$ cat src/rtl/alu_ctrl_pipe.sv
// Registered ALU-control stage between ID and EX: decodes opcode/funct into an
// ALU function code, holds it behind a valid/ready handshake, stretches MUL ops.
module alu_ctrl_pipe #(
    parameter int OP_W    = 3,
    parameter int FUNCT_W = 3,
    parameter int ALUF_W  = 4,
    parameter int MUL_LAT = 4,
    parameter int CNT_W   = 8
) (
    input  logic               clk,
    input  logic               rst,
    input  logic               flush,
    input  logic               in_valid,
    output logic               in_ready,
    input  logic [OP_W-1:0]    opcode,
    input  logic [FUNCT_W-1:0] funct_in,
    output logic               out_valid,
    input  logic               out_ready,
    output logic [ALUF_W-1:0]  alu_funct,
    output logic               illegal,
    output logic               busy,
    output logic [CNT_W-1:0]   illegal_cnt
);

    localparam int CW         = (MUL_LAT > 2) ? $clog2(MUL_LAT - 1) : 1;
    localparam int CNT_INIT_I = (MUL_LAT > 1) ? (MUL_LAT - 2) : 0;
    localparam logic [CW-1:0] CNT_INIT = CW'(CNT_INIT_I);

    localparam logic [OP_W-1:0] OP_RTYPE = OP_W'(0);
    localparam logic [OP_W-1:0] OP_ADDI  = OP_W'(1);
    localparam logic [OP_W-1:0] OP_LB    = OP_W'(2);
    localparam logic [OP_W-1:0] OP_SB    = OP_W'(3);
    localparam logic [OP_W-1:0] OP_BEQ   = OP_W'(4);

    localparam logic [ALUF_W-1:0] F_ADD    = ALUF_W'(0);
    localparam logic [ALUF_W-1:0] F_ILL    = ALUF_W'(1);
    localparam logic [ALUF_W-1:0] F_SUB    = ALUF_W'(2);
    localparam logic [ALUF_W-1:0] MUL_CODE = {1'b1, {(ALUF_W-1){1'b0}}};

    typedef enum logic [1:0] {
        IDLE  = 2'd0,
        HOLD  = 2'd1,
        MULTI = 2'd2
    } state_t;

    state_t             state_q, state_d;
    logic [CW-1:0]      cnt_q, cnt_d;
    logic [ALUF_W-1:0]  funct_q, funct_d;
    logic               illegal_q, illegal_d;
    logic [CNT_W-1:0]   icnt_q, icnt_d;

    logic [ALUF_W-1:0]  decFunct;
    logic               decIllegal;
    logic               decMul;
    logic               accept;

    always_comb begin
        decFunct   = F_ILL;
        decIllegal = 1'b1;
        decMul     = 1'b0;
        case (opcode)
            OP_RTYPE: begin
                decIllegal = 1'b0;
                if (funct_in == '1) begin
                    decMul   = 1'b1;
                    decFunct = MUL_CODE;
                end else begin
                    decFunct = {{(ALUF_W-FUNCT_W){1'b0}}, funct_in};
                end
            end
            OP_ADDI, OP_LB, OP_SB: begin
                decIllegal = 1'b0;
                decFunct   = F_ADD;
            end
            OP_BEQ: begin
                decIllegal = 1'b0;
                decFunct   = F_SUB;
            end
            default: ;
        endcase
    end

    // Flush blocks acceptance and collapses to IDLE, but the captured code survives.
    always_comb begin
        state_d   = state_q;
        cnt_d     = cnt_q;
        funct_d   = funct_q;
        illegal_d = illegal_q;
        icnt_d    = icnt_q;
        in_ready  = !flush && ((state_q == IDLE) || ((state_q == HOLD) && out_ready));
        accept    = in_valid && in_ready;

        if (flush) begin
            state_d = IDLE;
            cnt_d   = '0;
        end else begin
            case (state_q)
                IDLE, HOLD: begin
                    if (accept) begin
                        funct_d   = decFunct;
                        illegal_d = decIllegal;
                        if (decIllegal && (icnt_q != '1)) begin
                            icnt_d = icnt_q + CNT_W'(1);
                        end
                        if (decMul && (MUL_LAT > 1)) begin
                            state_d = MULTI;
                            cnt_d   = CNT_INIT;
                        end else begin
                            state_d = HOLD;
                        end
                    end else if ((state_q == HOLD) && out_ready) begin
                        state_d = IDLE;
                    end
                end
                MULTI: begin
                    if (cnt_q == '0) begin
                        state_d = HOLD;
                    end else begin
                        cnt_d = cnt_q - CW'(1);
                    end
                end
                default: state_d = IDLE;
            endcase
        end
    end

    always_ff @(posedge clk) begin
        if (rst) begin
            state_q   <= IDLE;
            cnt_q     <= '0;
            funct_q   <= '0;
            illegal_q <= 1'b0;
            icnt_q    <= '0;
        end else begin
            state_q   <= state_d;
            cnt_q     <= cnt_d;
            funct_q   <= funct_d;
            illegal_q <= illegal_d;
            icnt_q    <= icnt_d;
        end
    end

    assign out_valid   = (state_q == HOLD);
    assign busy        = (state_q == MULTI);
    assign alu_funct   = funct_q;
    assign illegal     = illegal_q;
    assign illegal_cnt = icnt_q;

endmodule

$ cat config.mk
export PLATFORM = sky130hd
export DESIGN_NAME = alu_ctrl_pipe
export DESIGN_NICKNAME = d
export VERILOG_FILES = /design/src/rtl/alu_ctrl_pipe.sv
export SDC_FILE = /design/constraint.sdc
export NUM_CORES = 1
export LEC_CHECK = 0
export ABC_AREA = 1
export CAP_MARGIN = 20
export CORE_ASPECT_RATIO = 1.25
export CORE_MARGIN = 5
export CORE_UTILIZATION = 53
export CTS_BUF_LIST = sky130_fd_sc_hd__clkbuf_8
export DETAILED_ROUTE_END_ITERATION = 12
export PLACE_DENSITY = 0.95
export REMOVE_ABC_BUFFERS = 1
export SLEW_MARGIN = 20
export SYNTH_ARGS = -nofsm -noshare
export SYNTH_HDL_FRONTEND = slang
export SYNTH_SLANG_ARGS = --single-unit
$ cat constraint.sdc
create_clock -name clk -period 1.9 [get_ports clk]
set_input_delay 0.19 -clock clk [delete_from_list [all_inputs] [get_ports clk]]
set_output_delay 0.19 -clock clk [all_outputs]
set_load 0.02 [all_outputs]
==> results.cfg, run 1 <==
[routing]
ant_nets = 0
viasPerCell = 5.34
first_pass_iters = 4
wirelength_um = 2390
drt_iter0_drc = 21
wl_per_cell_um = 12.4
route.detailed.drc = 0
vias = 1030

[placed_design]
io_buffers = 26
routabilityCongestion = 0.810
place_hpwl_um = 1910

[outcome]
status = complete, no violations

[cts]
hold_buffers = 0
cts_buffers = 3
clk_latency_ns = 0.25
root_buffer = clkbuf_8
clock-sinks = 17
cts_tree = done
htree_levels = 1
postCtsSetupBuffers = 0
clockBufferDepth = 2
post_cts_resized = 0
clk_pin_slew_worst_paths_ns = 0.06

[worst_hold_path]
hold_start = alu_funct[2]
hold_class = reg -> reg

[die]
start_util_pct = 56.2
core_um2 = 1790
die_width_um = 48.9
ioPinCount = 27
dieArea_um2 = 2870
fp-row-count = 17
die_h_um = 58.7

[critical_path]
slowest_stage = clkdlybuf4s50_1
path_cells = clkdlybuf4s50_1 -> inv_1 -> nand2_1 -> nand2_2 -> inv_1 -> clkdlybuf4s50_1
required_ns = 1.71
startpoint = out_ready
start_kind = primary input
crit_arrival_ns = 1.59
r2r-start = illegal_cnt[0]
cp_max_fo = 2
crit_type = in -> out
max_stage_delay_ns = 0.59
end_kind = primary output

[synthesis]
synth_flop_cell = dfxtp_1
async_flop_share_pct = 0
synth_top_cell_area_share_pct = 33.9
synth_most_common_cell = nand2_1
ys_seq_elements = 17
synth_cells = 145
ys_seq_area_share_pct = 33.9
avgSynthCellArea_um2 = 6.92
synth_top_area_cell = dfxtp_1
ys_top_cells_by_area = dfxtp_1 (34%), nand2_1 (10%), nand3_1 (8.5%)
synth_edf_count = 0
synth_cell_types = 23
ys_warn_count = 0
ys_top_cells_by_count = nand2_1 (28), inv_1 (19), nor2_1 (19), dfxtp_1 (17), nand3_1 (17)
syn_area_um2 = 1000

[layout]
nFillCells = 139
final_net_count = 188
area_delta_synth_final_pct = 32.4
diodes = 0
drive_gt1_share_pct = 9.77

[timing]
fin_hold_ws_ns = 0.476
fmax_mhz = 563
final-setup-viol-count = 0
timing.final.crit_period_ns = 1.78
finalHoldViolations = 0
tns_ns = 0
slew_headroom_pct = 70.0
maxSlewViolCount = 0
period_share_pct = 93.4
worst_clock_skew_ns = 0.00103
worst_slew_pin_slew_ns = 0.447
rsz0062_at_grt = no

[power]
vdd_drop_max_mv = 0.375
p_sw_share_pct = 24.0
intPower_uw = 553
comb_power_share_pct = 13.9
p_total_uw = 728
switchingPower_uw = 175
p_leak_nw = 0.549
power_frac_seq_pct = 50.7
cellPowerDensity_nw_per_um2 = 548
clkPwrFrac_pct = 35.5

[grt]
antenna_found_initial = 0
grt_pass1_wl_um = 4080
grt_max_degree = 12
grt_util_all_layers_pct = 17.9
first_global_vias = 998
gr-total-overflow = 0

[flow_run]
maxCapViolCount = 0
final timing paths:
check	cells after the start	slack (ns)	endpoint
max	6	0.12	in_ready
min	2	0.48	alu_funct[2]
max reg2reg	8	0.44	illegal_cnt[0]
min reg2reg	2	0.48	alu_funct[2]
power by group through the flow:
stage                     registers, mW  clock network, mW  logic (mW)
after floorplan                   0.383                  0      0.0429
after global placement            0.376                  0      0.0982
after detailed placement          0.377                  0       0.101
after CTS                         0.369              0.269       0.102
after global routing              0.370              0.286       0.110
final                             0.369              0.258       0.101
metal layers:
metal / up-vias / track usage [%] / part of all wire [%]
met5: - / 0 / 0
met4: 0 / 10.8 / 2.0
met3: 6 / 2.78 / 3.7
met2: 22 / 34.7 / 56
met1: 473 / 17.6 / 38
li1: 529 / - / -
critical path, delay by kind of cell:
family,cells,cell delay (ns)
buffers and inverters,4,1.17
AND/OR/NAND/NOR,2,0.21
cell usage in the layout (no fill, tap or decap), drive strengths merged, types with 3 or more instances in the layout:
cell type      count
a21oi             12
clkbuf             3
clkdlybuf4s50     26
dfxtp             17
inv               23
nand2             31
nand3             19
nor2              25
o21ai              6
cells by family after synthesis:
| kind of cell | Yosys count | synth area share, % |
|---|---|---|
| and+or+nand+nor | 79 | 42.0 |
| buffers and inverters | 24 | 8.98 |
| AOI/OAI and AO/OA | 22 | 11.7 |
| DFF | 17 | 33.9 |
| adders and majority gates | 2 | 2.49 |
| xor gates and xnor gates | 1 | 0.873 |
registers in the layout (all words and copies together), names as in the netlist:
signal	flops
illegal	1
alu_funct	4
illegal_cnt	8
cnt_q	2
state_q	2
cell type report:
class / instances / area [µm²] / share of cell area, %
repair buffers: 26 / 260 / 19.6
well taps: 19 / 23.8 / 1.79
multi-input cells: 104 / 573 / 43.1
flip-flops and latches: 17 / 340 / 25.6
inverters: 23 / 86.3 / 6.50
clock buffers: 3 / 41.3 / 3.11
clock inverters: 1 / 3.75 / 0.282
per-stage QoR:
stage	instance area, µm²	utilization, %	std cells	worst slack [ns]
2_1_floorplan	1000	-	144	0.506
3_3_place_gp	1280	71.8	189	0.158
3_5_place_dp	1280	71.8	189	0.143
4_1_cts	1330	74.4	193	0.121
5_1_grt	1330	74.4	193	0.0429
6_report	1330	74.4	193	0.125
Note: power is estimated with default switching activity, not from simulation.
==> run 2: changes to the inputs <==
--- a/config.mk
+++ b/config.mk
@@ -14,7 +14,7 @@
 export DETAILED_ROUTE_END_ITERATION = 12
 export PLACE_DENSITY = 0.95
 export REMOVE_ABC_BUFFERS = 1
-export SLEW_MARGIN = 20
+export SLEW_MARGIN = 10
 export SYNTH_ARGS = -nofsm -noshare
 export SYNTH_HDL_FRONTEND = slang
 export SYNTH_SLANG_ARGS = --single-unit
==> results of run 2 <==
Final layout, timing and power as in run 1 (identical DEF).
==> run 3: changes to the inputs <==
--- a/config.mk
+++ b/config.mk
@@ -9,12 +9,13 @@
 export CAP_MARGIN = 20
 export CORE_ASPECT_RATIO = 1.25
 export CORE_MARGIN = 5
-export CORE_UTILIZATION = 53
-export CTS_BUF_LIST = sky130_fd_sc_hd__clkbuf_8
+export CORE_UTILIZATION = 51
+export CTS_BUF_LIST = sky130_fd_sc_hd__clkbuf_4 sky130_fd_sc_hd__clkbuf_8 sky130_fd_sc_hd__clkbuf_16
 export DETAILED_ROUTE_END_ITERATION = 12
-export PLACE_DENSITY = 0.95
+export PLACE_DENSITY = 0.92
 export REMOVE_ABC_BUFFERS = 1
-export SLEW_MARGIN = 10
+export SKIP_LAST_GASP = 1
+export SLEW_MARGIN = 20
 export SYNTH_ARGS = -nofsm -noshare
 export SYNTH_HDL_FRONTEND = slang
 export SYNTH_SLANG_ARGS = --single-unit
==> run 3 against run 2 <==
Effect of this change: first-iteration DRC count down 38%; fmax fell by 1.5%; largest power group unchanged; clock skew increased by 0.0063 ns.
==> results.cfg, run 3 (synthesis gave the netlist of run 1 again) <==
[grt]
global_route.usage.met1_pct = 16.8
use_met3_pct = 2.52
grt_max_degree = 12
gr-total-overflow = 0
grt_most_used_layer = met2
first_global_vias = 951
grt_pass1_wl_um = 3930
grtUsageMet2_pct = 33.5
grt_util_all_layers_pct = 16.9
antenna_found_initial = 0

[timing]
timing.final.crit_period_ns = 1.80
rsz0062_at_grt = no
tns_ns = 0
maxSlewViolCount = 0
worst_clock_skew_ns = 0.00731
fin_hold_ws_ns = 0.480
fmax_mhz = 555
worst_slew_pin_slew_ns = 0.453
final-setup-viol-count = 0
period_share_pct = 94.9
finalHoldViolations = 0
slew_headroom_pct = 69.6

[layout]
final_net_count = 188
nFillCells = 176
mostFrequentLayoutCells = nand2_1 (28), clkdlybuf4s50_1 (26), inv_1 (19), nor2_1 (19)
final_util_pct = 67.9
final_area_um2 = 1320
largest_reg_flops = 8
final_common_cell = nand2_1
area_delta_synth_final_pct = 31.0
diodes = 0
drive_gt1_share_pct = 10.3

[die]
ioPinCount = 27
dieArea_um2 = 2960
die_h_um = 59.6
core_um2 = 1940
fp-row-count = 18
die_width_um = 49.7
start_util_pct = 51.8

[critical_path]
crit_type = reg -> out
start_kind = flip-flop
crit_arrival_ns = 1.61
required_ns = 1.71
cp_max_fo = 4
end_kind = primary output

[power]
cellPowerDensity_nw_per_um2 = 520
p_leak_nw = 0.540
vdd_drop_max_mv = 0.470

[routing]
wirelength_um = 2300
first_pass_iters = 5
route.detailed.drc = 0
ant_nets = 0
wl_per_cell_um = 11.9
viasPerCell = 5.19
vias = 1007
drt_iter0_drc = 13

[placed_design]
place_hpwl_um = 1820
io_buffers = 26
routabilityCongestion = 0.842
placedInstanceArea_um2 = 1280

[cts]
clock-sinks = 17
hold_buffers = 0
htree_levels = 1
clockBufferDepth = 2
clk_pin_slew_worst_paths_ns = 0.10
post_cts_resized = 0
cts_buffers = 3
clk_latency_ns = 0.30
postCtsSetupBuffers = 0
cts_tree = done
root_buffer = clkbuf_4

[worst_hold_path]
hold_class = reg -> reg

[flow_run]
maxCapViolCount = 0

[outcome]
status = complete, no violations
==> run 3: cell types whose count changed in the layout (fill, tap and decap cells not counted) <==
cell / before / now
clkbuf_4: 0 / 4
inv_1: 20 / 19
clkbuf_8: 3 / 0
==> run 3: metrics by stage <==
| stage | std cells | total power, mW | setup WS, ns |
|---|---|---|---|
| 3_3_place_gp | 190 | 0.475 | 0.160 |
| 5_1_grt | 194 | 0.709 | 0.0136 |
| 4_1_cts | 194 | 0.687 | 0.0894 |
| 2_1_floorplan | 144 | 0.426 | 0.506 |
| 3_5_place_dp | 190 | 0.477 | 0.120 |
| 6_report | 194 | 0.683 | 0.0976 |
==> run 3: worst max-delay path: stages, from the launching register on <==
cell             delay, ns
dfxtp_1               0.43
inv_1                 0.11
nor2_4                0.14
clkdlybuf4s50_1       0.63
==> run 3: where the power goes <==
part | leakage, nW | internal, mW | total, mW | switching [mW]
clock network | 0.0184 | 0.0963 | 0.213 | 0.117
logic | 0.384 | 0.0469 | 0.102 | 0.0548
registers | 0.138 | 0.363 | 0.369 | 0.00583
==> run 3: path summary, 6_finish.rpt <==
path,from,end,slack [ns],cells after the start
max,state_q[1],busy,0.1,3
min,alu_funct[2],alu_funct[2],0.48,2
min reg2reg,alu_funct[2],alu_funct[2],0.48,2
max reg2reg,illegal_cnt[0],illegal_cnt[1],0.48,7
==> run 3: layout make-up <==
class	instances	area (µm²)	share of cell area, %
Clock buffer	4	30.0	2.28
Sequential cell	17	340	25.9
Tap cell	20	25.0	1.90
Multi-Input combinational cell	104	573	43.6
Inverter	23	86.3	6.57
Timing Repair Buffer	26	260	19.8
==> run 3: layer usage <==
metal,share of wire [%],vias up
li1,-,521
met1,38,450
met2,55,31
met3,4.7,5
met4,2.0,0
met5,0,-
